<file path="src/rtl/r_pipe_skid.sv">
// r_pipe_skid: one pipeline stage with an optional second (skid) entry.
// SKID_EN=1 gives two entries, so up_ready depends only on registered
// occupancy and never on dn_ready. SKID_EN=0 gives a single register whose
// up_ready looks through to dn_ready. flush empties the stage. rdy_in=0
// freezes every register.
module r_pipe_skid #(
  parameter int                 DATA_W     = 102,
  parameter bit                 SKID_EN    = 1'b1,
  parameter logic [DATA_W-1:0]  BUBBLE_VAL = '0
) (
  input  logic              clk_in,
  input  logic              rst_in,
  input  logic              rdy_in,
  input  logic              flush_in,
  input  logic              up_valid,
  input  logic [DATA_W-1:0] up_data,
  output logic              up_ready,
  output logic              dn_valid,
  output logic [DATA_W-1:0] dn_data,
  input  logic              dn_ready,
  output logic [1:0]        occ_out,
  output logic              flushed_out
);

  logic [DATA_W-1:0] head_q, head_d;
  logic [DATA_W-1:0] skid_q, skid_d;
  logic [1:0]        occ_q, occ_d;
  logic              flushed_q, flushed_d;
  logic              room;
  logic              push, pop;

  // Space test: the skid variant decides from occupancy alone; the plain
  // register may also accept while its head is leaving this cycle.
  generate
    if (SKID_EN) begin : g_skid
      assign room = (occ_q != 2'd2);
    end else begin : g_plain
      assign room = (occ_q == 2'd0) | dn_ready;
    end
  endgenerate

  assign up_ready = ~rst_in & rdy_in & ~flush_in & room;
  assign push     = up_valid & up_ready;
  // Flush takes priority, so it suppresses the pop.
  assign pop      = (occ_q != 2'd0) & dn_ready & rdy_in & ~flush_in;

  assign dn_valid    = (occ_q != 2'd0);
  assign dn_data     = head_q;
  assign occ_out     = occ_q;
  assign flushed_out = flushed_q;

  // Next-state: flush empties the stage, rdy_in=0 holds everything,
  // otherwise apply push/pop to the head/skid pair.
  always_comb begin
    head_d    = head_q;
    skid_d    = skid_q;
    occ_d     = occ_q;
    flushed_d = flushed_q;
    if (flush_in) begin
      head_d    = BUBBLE_VAL;
      skid_d    = BUBBLE_VAL;
      occ_d     = 2'd0;
      flushed_d = 1'b1;
    end else if (rdy_in) begin
      flushed_d = 1'b0;
      case (occ_q)
        2'd0: begin
          if (push) begin
            head_d = up_data;
            occ_d  = 2'd1;
          end
        end
        2'd1: begin
          if (push && pop) begin
            head_d = up_data;
          end else if (push) begin
            skid_d = up_data;
            occ_d  = 2'd2;
          end else if (pop) begin
            head_d = BUBBLE_VAL;
            occ_d  = 2'd0;
          end
        end
        2'd2: begin
          if (pop) begin
            head_d = skid_q;
            skid_d = BUBBLE_VAL;
            occ_d  = 2'd1;
          end
        end
        default: begin
          head_d = BUBBLE_VAL;
          skid_d = BUBBLE_VAL;
          occ_d  = 2'd0;
        end
      endcase
    end
  end

  // State registers; reset wins over flush and rdy_in.
  always_ff @(posedge clk_in) begin
    if (rst_in) begin
      head_q    <= BUBBLE_VAL;
      skid_q    <= BUBBLE_VAL;
      occ_q     <= 2'd0;
      flushed_q <= 1'b0;
    end else begin
      head_q    <= head_d;
      skid_q    <= skid_d;
      occ_q     <= occ_d;
      flushed_q <= flushed_d;
    end
  end

endmodule

</file>
<file path="config.mk">
export PLATFORM = sky130hd
export DESIGN_NAME = r_pipe_skid
export DESIGN_NICKNAME = d
export VERILOG_FILES = /design/src/rtl/r_pipe_skid.sv
export SDC_FILE = /design/constraint.sdc
export NUM_CORES = 1
export LEC_CHECK = 0
export ABC_AREA = 1
export ABC_CLOCK_PERIOD_IN_PS = 4100
export CAP_MARGIN = 20
export CELL_PAD_IN_SITES_DETAIL_PLACEMENT = 0
export CELL_PAD_IN_SITES_GLOBAL_PLACEMENT = 2
export CORE_UTILIZATION = 29
export DETAILED_ROUTE_END_ITERATION = 10
export GPL_ROUTABILITY_DRIVEN = 0
export GPL_TIMING_DRIVEN = 0
export PLACE_DENSITY = 0.92
export SLEW_MARGIN = 20
export SYNTH_ARGS = -nofsm -noshare
export SYNTH_HDL_FRONTEND = slang
export SYNTH_SLANG_ARGS = --single-unit
</file>
<file path="constraint.sdc">
create_clock -name clk_in -period 4.1 [get_ports clk_in]
set_input_delay 1.025 -clock clk_in [delete_from_list [all_inputs] [get_ports clk_in]]
set_output_delay 1.025 -clock clk_in [all_outputs]
set_load 0.02 [all_outputs]
</file>
# [Word level (Yosys, flattened, before mapping)]
# Cells that the tools add are included.
# W data, S select, Z words.
[word_totals] regBits=207 latchBits=0 ram_bits=0 romBits=0 in_bits=108 out_inout_bits=107 word_cells=48 memories=0
[op_classes] addsub=0 multipliers=0 n_div=0 magnitude_cmp=0 n_eq_ne=10 shift=0 n_mux=16 bitwise=10 reduce_logical=8
[op_table] op="$mux W102" count=6
[op_table] op="$pmux W102 S3" count=2
[op_table] op="$reduce_and A5 Y1" count=3
[op_table] op="$mux W2" count=5
[op_table] op="$ne A2 B2 Y1 const B" count=5
[op_table] op="$ne A3 B3 Y1 const B" count=3
[op_table] op="$and A1 B1 Y1" count=7
[op_table] op="$pmux W2 S3" count=1
[op_table] op="$reduce_bool A2 Y1" count=2
[op_table] op="$not A1 Y1" count=3
[op_table] op="$eq A2 B1 Y1 const B" count=1
[op_table] op="$eq A2 B2 Y1 const B" count=1
[op_table] op="$logic_not A2 Y1" count=1
[op_table] op="$mux W1" count=2
[op_table] op="$reduce_or A2 Y1" count=1
[op_table] op="$logic_and A1 B1 Y1" count=1

# [Longest topological paths before layout]
# Gate-level depths: netlist of run 1.
[depth] depth_word=8 depth_mapped=11 mapped_depth_nobuf=10

# [Least setup slack after synthesis of run 1]
# No wires, ideal clock.
[synth_path] kind="in2out" from="input flush_in" to="output up_ready" arrival_time_ns=1.500 t_required_ns=3.075 path_slack_ns=1.575 stages=3 path_buffers=0 path_cell_list="nor2_1 -> inv_2 -> nor2_2"
[synth_via] elab_chain_len=3
[synth_lines] item="start: declaration" line_no="14" rtl="input logic flush_in,"
[synth_lines] item="$not A1 Y1" line_no="42" rtl="assign up_ready = ~rst_in & rdy_in & ~flush_in & room;"
[synth_lines] item="$and A1 B1 Y1 (2 in series)" line_no="42"
[synth_lines] item="end: declaration" line_no="17" rtl="output logic up_ready,"
# No other way between the ends.

# [Worst setup path in the final report of run 1]
# Same ends and word-level chain as after synthesis.

==> impl_metrics.py, run 1 <==
metrics = {
    "drt": {
        "drc": 0,
        "wl_met2_um": 17100,
        "drt_iter0_markers": 798,
        "post_drt_wl_per_cell_um": 15.9,
        "firstDrtPassIters": 5,
        "topRoutingLayerUsed": "met4",
        "vias": 10900,
        "routed_wl_um": 36900,
        "drtAntennaViolNets": 0,
        "wl_met1_um": 17400,
        "met3_length_um": 1790,
        "vias_per_cell": 4.69,
    },
    "die": {
        "start_util": 0.298,
        "design.die.area_mm2": 0.0355,
        "pin_count": 215,
        "die_height_um": 189,
        "die_w_um": 189,
        "core_mm2": 0.0339,
        "num_rows": 67,
    },
    "placed_design": {
        "hpwl_um": 25800,
        "place_area_mm2": 0.0128,
        "portBuffers": 214,
        "placed_cells": 2270,
    },
    "power_and_ir_drop": {
        "p_leak_nw": 5.22,
        "fin_total_pwr_w": 0.00475,
        "pwr_density_cell_mw_per_mm2": 348,
        "vdd_drop_max_mv": 0.254,
    },
    "clock_tree": {
        "clkTransAtPathRegs_ns": 0.05,
        "cts_tree": "built",
        "cts_sinks": 207,
        "root_buffer": "clkbuf_16",
        "cts_buffers": 26,
        "clock_path_buffers": 3,
        "cts_resized": 0,
        "post-cts-setup-buffers": 0,
        "clk_latency_ns": 0.53,
        "htree_levels": 1,
        "hold_buffers": 0,
    },
    "setup_path": {
        "cp_top_family": "buffers and inverters",
        "critPathRequiredTime_ns": 3.07,
        "critPathLaunchType": "input pin",
        "worstSetupPathType": "input pin to output port",
        "cp_slowest_cell": "clkdlybuf4s50_1",
        "cp_cell_sequence": "clkdlybuf4s50_1, nor2_1, inv_2, nor2_2, clkdlybuf4s50_1",
        "path_buf_inv": 3,
        "worstPathArrival_ns": 2.68,
        "cpMostUsedCell": "clkdlybuf4s50_1",
        "cp_max_fo": 9,
        "end_kind": "output port",
        "max_stage_delay_ns": 0.71,
    },
    "global_routing": {
        "antenna_found_initial": 2,
        "grt_max_degree": 13,
        "grtUsageTotal": 0.203,
        "overflow": 0,
        "grt_pass1_vias": 10300,
        "grt_pass1_wl_um": 57400,
    },
    "finish": {
        "stdcell_count": 2316,
        "final_util": 0.403,
        "fin_nets": 1958,
        "area_growth_pct": 35.2,
        "drive_gt1_frac": 0.0461,
        "design_area_mm2": 0.0136,
    },
    "logic_synthesis": {
        "ys_types": 21,
        "syn_area_mm2": 0.0101,
        "ys_ff_latch": 207,
        "syn_avg_cell_area_um2": 6.27,
        "ys_warn_count": 0,
        "ys_seq_area_frac": 0.411,
        "syn_nets": 1716,
        "syn_inst": 1608,
    },
    "sta": {
        "setup_viol": 0,
        "period_share": 0.902,
        "fin_crit_ns": 3.70,
        "maxSlewViolCount": 0,
        "worst_pin_slew_ns": 0.898,
        "max_slew_margin": 0.401,
        "fin_tns_setup_ns": 0,
        "max_freq_ghz": 0.270,
        "finalHoldViolations": 0,
        "rsz0062_at_grt": "false",
        "finClkSkew_ns": 0.0109,
    },
    "worst_hold_path": {
        "hold_path.class": "register to register",
    },
    "outcome": {
        "outcome": "completed",
    },
    "run": {
        "max_cap_violations": 0,
    },
}
cells in the final DEF (no fill, tap or decap), drive strengths merged:
cell           synthesis  routed
clkbuf                69     108
inv                  115     115
a21o                   6       6
nor2                 129     129
nand3                192     192
dfxtp                207     207
nor3                   1       1
diode                  0       2
o211ai                 1       1
buf                   53      53
clkdlybuf4s50          0     214
clkinv                 0       3
nand4                 10      10
nand2                578     578
bufinv                 0       2
a21oi                189     189
o21ai                 58      58
cells in the mapped netlist, drive strengths merged:
cell type | count | share of area
clkbuf | 69 | 0.026
nand3 | 192 | 0.096
nor2 | 129 | 0.048
nand4 | 10 | 0.0068
a21o | 6 | 0.0045
o21ai | 58 | 0.029
buf | 53 | 0.026
nor3 | 1 | 0.00050
o211ai | 1 | 0.00074
a21oi | 189 | 0.094
inv | 115 | 0.043
nand2 | 578 | 0.22
dfxtp | 207 | 0.41
worst paths after layout:
kind	from	to	slack, ns	depth (start not counted)
worst max register to register	occ_out[0]	dn_data[26]	1.44	9
worst min-delay path	skid_q[98]	skid_q[98]	0.46	2
worst min register to register	skid_q[98]	skid_q[98]	0.46	2
worst max-delay path	flush_in	up_ready	0.40	5
metrics by stage:
step	hold slack (ns)	setup WS, ns
after global routing	0.473	0.346
after floorplan	0.439	1.57
after global placement	0.447	0.382
after detailed placement	0.451	0.329
after CTS	0.460	0.395
final	0.458	0.400
final cells by class:
class / count / area (µm²)
clock inverter: 5 / 75.1
buffer: 122 / 522
tap: 448 / 561
fill: 3679 / 20200
antenna: 2 / 5.00
clock buffer: 39 / 771
timing repair buffer: 214 / 2140
sequential: 207 / 4140
inverter: 115 / 432
multi-input combinational: 1164 / 4990
report_power, final:
group          internal (W)  switching (W)  total [W]
clock network       0.00141       0.000892    0.00230
registers           0.00202     0.00000664    0.00203
logic              0.000177       0.000238   0.000415
total               0.00361        0.00114    0.00475
layer usage:
metal	vias up	GRT usage
li1	5603	-
met2	273	0.333
met4	0	0.0465
met1	4948	0.281
met3	37	0.0272
met5	-	0
logic make-up after synthesis:
kind of cell           Yosys count  synth area share
AO/OA/AOI/OAI                  254             0.128
flip-flops                     207             0.411
AND/OR/NAND/NOR                910             0.367
buffers and inverters          237            0.0945
worst register-to-register path, stage by stage (launching register included):
cell      delay, ns
dfxtp_1        0.46
inv_2          0.17
nand2_2        0.23
nand4_2        0.20
nor2_1         0.67
clkbuf_1       0.48
nand2_1        0.10
nand3_1        0.10
nand2_1        0.06
a21oi_1        0.13
registers in the layout, indices dropped and copies added, names as in the netlist:
register and cells:
occ_out 2, skid_q 102, flushed_out 1, dn_data 102
(Power assumes the default switching activity.)
==> run 2, diff against run 1 <==
--- a/config.mk
+++ b/config.mk
@@ -13,2 +13,3 @@
 export CORE_UTILIZATION = 29
+export CTS_CLUSTER_DIAMETER = 30
 export DETAILED_ROUTE_END_ITERATION = 10
@@ -17,2 +18,3 @@
 export PLACE_DENSITY = 0.92
+export SKIP_CTS_REPAIR_TIMING = 1
 export SLEW_MARGIN = 20
--- a/constraint.sdc
+++ b/constraint.sdc
@@ -3,2 +3,2 @@
 set_output_delay 1.025 -clock clk_in [all_outputs]
-set_load 0.02 [all_outputs]
+set_load 0.005 [all_outputs]
==> impl_metrics.py, run 2 (same netlist as run 1, synthesis figures left out) <==
metrics = {
    "setup_path": {
        "cp_max_fo": 9,
        "cp_cell_sequence": "clkdlybuf4s50_1, nor2_1, inv_2, nor2_2, clkdlybuf4s50_1",
        "critPathLaunchType": "input pin",
        "end_kind": "output port",
        "worstSetupPathType": "input pin to output port",
        "worstPathArrival_ns": 2.58,
        "cpMostUsedCell": "clkdlybuf4s50_1",
        "cp_slowest_cell": "clkdlybuf4s50_1",
        "path_buf_inv": 3,
        "cp_top_family": "buffers and inverters",
        "critPathRequiredTime_ns": 3.07,
        "max_stage_delay_ns": 0.61,
    },
    "drt": {
        "firstDrtPassIters": 5,
        "vias": 11200,
        "drc": 0,
        "drt_iter0_markers": 786,
        "routed_wl_um": 37600,
        "vias_per_cell": 4.68,
        "drtAntennaViolNets": 0,
        "post_drt_wl_per_cell_um": 15.8,
    },
    "finish": {
        "final_common_cell": "nand2_1",
        "final_cell_mix": "nand2_1 (576), clkdlybuf4s50_1 (214), dfxtp_1 (207), nand3_1 (191), a21oi_1 (189)",
        "fillers": 3570,
        "multiInputGateArea_mm2": 0.00499,
        "final_util": 0.445,
        "drive_gt1_frac": 0.0816,
        "ff_latch_area_mm2": 0.00414,
        "fin_nets": 1993,
        "design_area_mm2": 0.0151,
        "area_growth_pct": 49.5,
    },
    "global_routing": {
        "grt_pass1_wl_um": 58900,
        "grt_pass1_vias": 10800,
        "overflow": 0,
        "antenna_found_initial": 3,
        "grtUsageTotal": 0.209,
        "grt_max_degree": 16,
    },
    "sta": {
        "setup_viol": 0,
        "finalHoldViolations": 0,
        "max_slew_margin": 0.387,
        "worst_pin_slew_ns": 0.920,
        "max_freq_ghz": 0.277,
        "maxSlewViolCount": 0,
        "rsz0062_at_grt": "false",
        "fin_tns_setup_ns": 0,
        "finClkSkew_ns": 0.0199,
        "period_share": 0.880,
        "fin_crit_ns": 3.61,
    },
    "power_and_ir_drop": {
        "pwr_density_cell_mw_per_mm2": 504,
        "vdd_drop_max_mv": 0.327,
        "p_leak_nw": 5.94,
    },
    "outcome": {
        "outcome": "completed",
    },
    "clock_tree": {
        "clock_path_buffers": 3,
        "root_buffer": "clkbuf_16",
        "htree_levels": 2,
        "clkTransAtPathRegs_ns": 0.04,
        "cts_tree": "built",
        "cts_sinks": 207,
        "clk_latency_ns": 0.56,
        "cts_buffers": 61,
    },
    "worst_hold_path": {
        "hold_path.class": "register to register",
    },
    "placed_design": {
        "hpwl_um": 25800,
        "portBuffers": 214,
        "place_area_mm2": 0.0128,
    },
    "die": {
        "num_rows": 67,
        "core_mm2": 0.0339,
        "design.die.area_mm2": 0.0355,
        "die_height_um": 189,
        "die_w_um": 189,
        "start_util": 0.298,
        "pin_count": 215,
    },
    "run": {
        "max_cap_violations": 0,
    },
}
[run 2: cell types whose count changed in the layout (fill, tap and decap cells not counted), sizes merged]
cell	previous run	this run
clkinv	3	16
clkbuf	108	151
inv	115	116
bufinv	2	13
diode	2	3
clkinvlp	0	2
[run 2: final cells by class]
class,count,area share
Antenna cell,3,0.000498
Clock inverter,32,0.0328
Multi-Input combinational cell,1164,0.331
Inverter,115,0.0286
Timing Repair Buffer,214,0.142
Clock buffer,82,0.119
Tap cell,448,0.0372
Buffer,122,0.0346
Sequential cell,207,0.275
[run 2: report_power, final]
part,leakage (nW),switching (W),internal [W]
clock network,1.13,0.00135,0.00381
logic,3.14,0.000228,0.000177
registers,1.67,0.00000666,0.00203
[run 2: tightest hold or removal path: stages (launching register included)]
cell and delay, ns:
dfxtp_1 0.30, nand2_1 0.06, a21oi_1 0.05
[run 2: path summary, 6_finish.rpt]
kind / startpoint / endpoint / slack (ns) / depth (start not counted)
hold reg to reg: skid_q[98] / skid_q[98] / 0.46 / 2
setup reg to reg: occ_out[1] / skid_q[59] / 1.44 / 8
hold / removal: skid_q[98] / skid_q[98] / 0.46 / 2
setup / recovery: flush_in / up_ready / 0.49 / 5
[run 2: through the flow]
step	std cells	hold slack, ns	setup WS [ns]	total power (W)
2_1_floorplan	1608	0.439	1.63	0.00226
3_3_place_gp	2270	0.447	0.389	0.00248
3_5_place_dp	2270	0.451	0.329	0.00248
4_1_cts	2384	0.458	0.494	0.00768
5_1_grt	2386	0.470	0.443	0.00784
6_report	2387	0.456	0.493	0.00761
[run 2: layer usage]
layer | GRT usage | share of wire | vias to the layer above
li1 | - | - | 5716
met5 | 0 | 0 | -
met2 | 0.333 | 0.46 | 311
met4 | 0.0785 | 0.027 | 0
met1 | 0.280 | 0.46 | 5065
met3 | 0.0359 | 0.050 | 71
==> run 3, diff against run 2 <==
==> constraint.sdc (replaced) <==
create_clock -name clk_in -period 4.1 [get_ports clk_in]
set_input_delay 0.82 -clock clk_in [delete_from_list [all_inputs] [get_ports clk_in]]
set_output_delay 0.82 -clock clk_in [all_outputs]
set_load 0.005 [all_outputs]
==> results of run 3 <==
The final DEF is identical to that of run 2. Status: completed.
Among the figures that moved: setup slack after placement 0.329 ns -> 0.534 ns; setup slack after layout 0.493 ns -> 0.903 ns
